File: config.mk
export PLATFORM = sky130hd
export DESIGN_NAME = eth_stream_arbiter
export DESIGN_NICKNAME = d
export VERILOG_FILES = /design/src/rtl/eth_stream_arbiter.sv
export SDC_FILE = /design/constraint.sdc
export NUM_CORES = 1
export LEC_CHECK = 0
export CORE_AREA = 2 2 331 333
export DETAILED_ROUTE_END_ITERATION = 10
export DIE_AREA = 0 0 333 335
export GPL_ROUTABILITY_DRIVEN = 0
export GPL_TIMING_DRIVEN = 1
export HOLD_SLACK_MARGIN = 0.06
export PLACE_DENSITY = 0.3
export REMOVE_ABC_BUFFERS = 1
export SYNTH_ARGS = -nofsm -noshare
export SYNTH_HDL_FRONTEND = slang
export SYNTH_SLANG_ARGS = --single-unit
File: constraint.sdc
create_clock -name clk -period 4.4 [get_ports clk]
set_input_delay 0.88 -clock clk [delete_from_list [all_inputs] [get_ports clk]]
set_output_delay 0.88 -clock clk [all_outputs]
set_load 0.01 [all_outputs]
File: src/rtl/eth_stream_arbiter.sv
// Round-robin arbiter serialising whole AXI-snoop transactions onto one AXI-Stream.
// Define ETH_ARB_HEADER_EN to prefix each transaction with a header beat.
module eth_stream_arbiter #(
   parameter int DATA_WIDTH = 128,
   parameter int NUM_SRC    = 5,
   parameter int IDX_WIDTH  = 4
) (
   input  logic                          clk,
   input  logic                          reset,
   input  logic [NUM_SRC-1:0]            src_valid,
   input  logic [NUM_SRC-1:0]            src_in_progress,
   input  logic [NUM_SRC-1:0]            src_last,
   input  logic [6*NUM_SRC-1:0]          src_len,
   input  logic [DATA_WIDTH*NUM_SRC-1:0] src_data,
   output logic [NUM_SRC-1:0]            src_ready,
   output logic [DATA_WIDTH-1:0]         m_axis_tdata,
   output logic                          m_axis_tvalid,
   output logic                          m_axis_tlast,
   input  logic                          m_axis_tready,
   output logic [IDX_WIDTH-1:0]          grant_idx,
   output logic [1:0]                    err_flags,
   output logic [31:0]                   txn_count
);

   typedef enum logic [1:0] {
      IDLE   = 2'd0,
      HDR    = 2'd1,
      STREAM = 2'd2
   } state_t;

   state_t                state, state_nxt;
   logic [IDX_WIDTH-1:0]  pick_idx;
   logic                  pick_any;
   logic [6:0]            pick_len, len_q, beat_cnt;
   logic                  g_valid, g_last, other_busy;
   logic [DATA_WIDTH-1:0] g_data;
   logic                  fire;

   // first valid source after the last grant, wrapping at NUM_SRC
   always_comb begin
      int t;
      t        = 0;
      pick_any = 1'b0;
      pick_idx = grant_idx;
      pick_len = '0;
      for (int k = 1; k <= NUM_SRC; k++) begin
         t = int'(grant_idx) + k;
         if (t >= NUM_SRC) t = t - NUM_SRC;
         for (int i = 0; i < NUM_SRC; i++) begin
            if (!pick_any && i == t && src_valid[i]) begin
               pick_any = 1'b1;
               pick_idx = IDX_WIDTH'(i);
               pick_len = {src_len[6*i +: 6] == 6'd0, src_len[6*i +: 6]};
            end
         end
      end
   end

   always_comb begin
      g_valid    = 1'b0;
      g_last     = 1'b0;
      g_data     = '0;
      other_busy = 1'b0;
      for (int i = 0; i < NUM_SRC; i++) begin
         if (grant_idx == IDX_WIDTH'(i)) begin
            g_valid = src_valid[i];
            g_last  = src_last[i];
            g_data  = src_data[DATA_WIDTH*i +: DATA_WIDTH];
         end else if (src_in_progress[i]) begin
            other_busy = 1'b1;
         end
      end
   end

   always_comb begin
      state_nxt     = state;
      src_ready     = '0;
      m_axis_tvalid = 1'b0;
      m_axis_tlast  = 1'b0;
      m_axis_tdata  = '0;
      fire          = 1'b0;
      case (state)
         IDLE: begin
            if (pick_any) begin
`ifdef ETH_ARB_HEADER_EN
               state_nxt = HDR;
`else
               state_nxt = STREAM;
`endif
            end
         end
`ifdef ETH_ARB_HEADER_EN
         HDR: begin
            m_axis_tvalid              = 1'b1;
            m_axis_tdata[5:0]          = len_q[5:0];
            m_axis_tdata[8+:IDX_WIDTH] = grant_idx;
            if (m_axis_tready) state_nxt = STREAM;
         end
`endif
         STREAM: begin
            m_axis_tvalid = g_valid;
            m_axis_tdata  = g_data;
            m_axis_tlast  = g_valid && (beat_cnt == len_q - 7'd1);
            for (int i = 0; i < NUM_SRC; i++)
               src_ready[i] = m_axis_tready && (grant_idx == IDX_WIDTH'(i));
            fire = g_valid && m_axis_tready;
            if (fire && m_axis_tlast) state_nxt = IDLE;
         end
         default: state_nxt = IDLE;
      endcase
   end

   always_ff @(posedge clk or posedge reset) begin
      if (reset) state <= IDLE;
      else       state <= state_nxt;
   end

   always_ff @(posedge clk or posedge reset) begin
      if (reset) begin
         grant_idx <= IDX_WIDTH'(NUM_SRC - 1);
         len_q     <= '0;
         beat_cnt  <= '0;
         err_flags <= '0;
         txn_count <= '0;
      end else begin
         if (state == IDLE && pick_any) begin
            grant_idx <= pick_idx;
            len_q     <= pick_len;
            beat_cnt  <= '0;
         end
         if (fire) begin
            beat_cnt <= beat_cnt + 7'd1;
            if (g_last != m_axis_tlast) err_flags[0] <= 1'b1;
            if (m_axis_tlast) txn_count <= txn_count + 32'd1;
         end
         if (state != IDLE && other_busy) err_flags[1] <= 1'b1;
      end
   end

endmodule

==> impl_results.md <==
* Status: finished clean
* Primary FF master, synth: dfrtp_1
* Peak Freq at 0.231 GHz
* Initial antenna violation count at ~130
* Clk pin slew, worst setup/hold paths at 80 ps
* Vias per cell at between 4 and 5
* Share of the synthesized area in the top cell type at a little under an eighth
* Chip height at roughly 340 um
* Worst Setup Start Kind: flip-flop
* Sequential cell area at roughly 1300 um2
* Most frequent cells in the layout: clkdlybuf4s50_1, nor2_1, nand2_1
* DR pass1 iterations at 5
* Worst Skew at approximately 12 ps
* Non-Filler Instances at ~3800
* Pre-CTS WS at -341 ps
* DRT iter0 DRCs at approximately 1700
* Unique cell type count in the Yosys netlist at 85
* EDFF count, synth at 0
* Vias in the first global route at between 15000 and 20000
* Largest net degree at the start of global routing at just over 80
* Mapped Cells at 1548
* Setup WS post-layout at slightly below 80 ps
* YS warnings at 0
* DR WL/cell at between 30 and 40 um
* Crit path max fanout at 26
* H-tree Lvls at 2
* Vias at about 18000
* Half-perimeter wire length after detailed placement at 111 mm
* Slew Limit Fails at 0
* Root buffer cell: clkbuf_16
* Routed Antenna Nets at 0
* Period minus WS final at roughly 4300 ps
* Die area at approximately 110000 um2
* VDD IR max at around 0.15 mV
* Post-synthesis sequential area ratio at 12.1%
* FILL cells at ~12000
* Remaining global-route overflow at 0
* Pwr Density at approximately 320 nW/um2
* Required time of the critical path at ~3500 ps
* Area leader, netlist: o211a_1
* Clock sink count at 52
* Die W at between 300 and 400 um
* CTS tree: built
* #FFs+latches synth at 52
* Final hold violations at 0
* IO Pins at around 860
* Post-route DRC at 0
* Layout cells sized above 1 at under 10%
* Starting Density at around a tenth
* Layout area overhead at 107%
* Total GRT Usage at between 20 and 25%
* Worst-margin pin slew at about 1000 ps
* First-pass GRT wire length at ~170 mm
* Synth async-reset ratio at between 90% and 100%
* Fin nets at about 3100
* WL final at ~130 mm
* Worst Hold Class: flip-flop to flip-flop
* Critical path class: flip-flop to output pin
* Core ar. at 108000 um2
* Endpoints failing setup at 0
* Critical Path Sink Type: output pin
* Post-Syn Area at between 10000 and 15000 um2
* CP arrival at approximately 3400 ps
* Period utilization at 98.2%
* Static leakage at around 8.7 nW
* Top cells by area, synth: o211a_1, dfrtp_1, a221oi_1
* Clock buffer count from CTS at 5
* Number of buffer cells added on primary ports at approximately 860
* Power Total at approximately 7 mW
* Skew-Pair Late Insertion Delay at between 300 and 400 ps
* Most common cell after layout, fill and taps aside: clkdlybuf4s50_1
* # hold bufs at CTS at 0
* Clk buf depth at 2
* Max-Cap Viols at 0
* Placed insts at between 3000 and 4000
* Row Count at approximately 120
* Multi-input logic area at about 8800 um2
* Syn avg cell area at about 7 um2
* RSZ-0062 raised after global routing: yes
* Relative max-transition margin at 31.6%
final timing paths:
check / from / endpoint / slack, ps / depth (start not counted)
setup / recovery: grant_idx[0] / m_axis_tdata[63] / 80 / 11
hold / removal: err_flags[1] / err_flags[1] / 470 / 1
setup reg to reg: grant_idx[2] / len_q[0] / 200 / 15
hold reg to reg: err_flags[1] / err_flags[1] / 470 / 1
max in group asynchronous: reset / txn_count[26] / 2580 / 3
min in group asynchronous: reset / err_flags[0] / 950 / 2
where the power goes:
| part | internal [mW] | switching [mW] | leakage (nW) |
|---|---|---|---|
| Sequential | 0.512 | 0.0517 | 0.662 |
| Clock | 0.217 | 0.220 | 0.0721 |
| Combinational | 2.90 | 3.22 | 7.94 |
| Total | 3.63 | 3.49 | 8.67 |
synthesized netlist by cell type (25+ instances only):
library cell	count
o21ai_0	49
o311ai_0	132
dfrtp_1	51
xnor2_1	27
inv_1	33
nand3_1	36
o211a_1	129
clkbuf_1	144
nor2_1	211
a221oi_1	137
nand2_1	205
a21oi_1	36
nor3_1	25
sequential cells by signal (all words and copies together), names as in the netlist:
name,count
txn_count,32
beat_cnt,7
len_q,7
grant_idx,3
err_flags,2
state,1
stage by stage:
step / instance area [um2] / hold slack [ps] / util, % / setup TNS [ps]
2_1_floorplan: 10200 / 465 / - / -568980
3_3_place_gp: 22000 / 453 / 20.3 / -4480
3_5_place_dp: 22000 / 454 / 20.3 / -4980
4_1_cts: 22200 / 473 / 20.6 / 0
5_1_grt: 22400 / 504 / 20.7 / -1.25
6_report: 22400 / 469 / 20.7 / 0
area by class of cell:
| class | count | area share, % |
|---|---|---|
| Antenna cell | 25 | 0.279 |
| Clock buffer | 5 | 0.559 |
| Clock inverter | 3 | 0.123 |
| Inverter | 34 | 0.581 |
| Multi-Input combinational cell | 1298 | 39.5 |
| Sequential cell | 52 | 5.84 |
| Tap cell | 1414 | 7.90 |
| Timing Repair Buffer | 1009 | 45.2 |
repair_timing:
| action | 4_1_cts | 5_1_grt |
|---|---|---|
| setup buffers | 3 | 1 |
| resized for setup | 11 | 44 |
| setup endpoints to repair | 65 | 70 |
| gates cloned | 2 | 0 |
| pin swaps | 2 | 2 |
worst max-delay path, stage by stage (launching register included):
cell	delay, ps
dfrtp_2	460
inv_4	60
buf_4	200
ha_1	230
nand2_2	150
nor2_4	190
buf_12	190
buf_12	210
a221oi_1	110
o311ai_0	340
o211a_1	360
clkdlybuf4s50_1	590
metal layers:
layer	track usage (%)	vias to the layer above	part of all wire (%)
met4	4.55	46	2.7
li1	-	7882	-
met5	1.22	-	0.35
met3	7.63	231	9.6
met1	27.1	8982	40
met2	37.7	1009	47
logic make-up after synthesis:
group                    Yosys count  synth area share [%]
AO/OA/AOI/OAI                    631                  49.1
XOR/XNOR                          45                  3.65
adder cells (fa/ha/maj)           20                  2.39
buffers and inverters            198                  7.13
flip-flops                        52                  12.1
multiplexers                       9                  1.01
other                              1                0.0347
AND/OR/NAND/NOR                  592                  24.7
(Power assumes the default switching activity.)
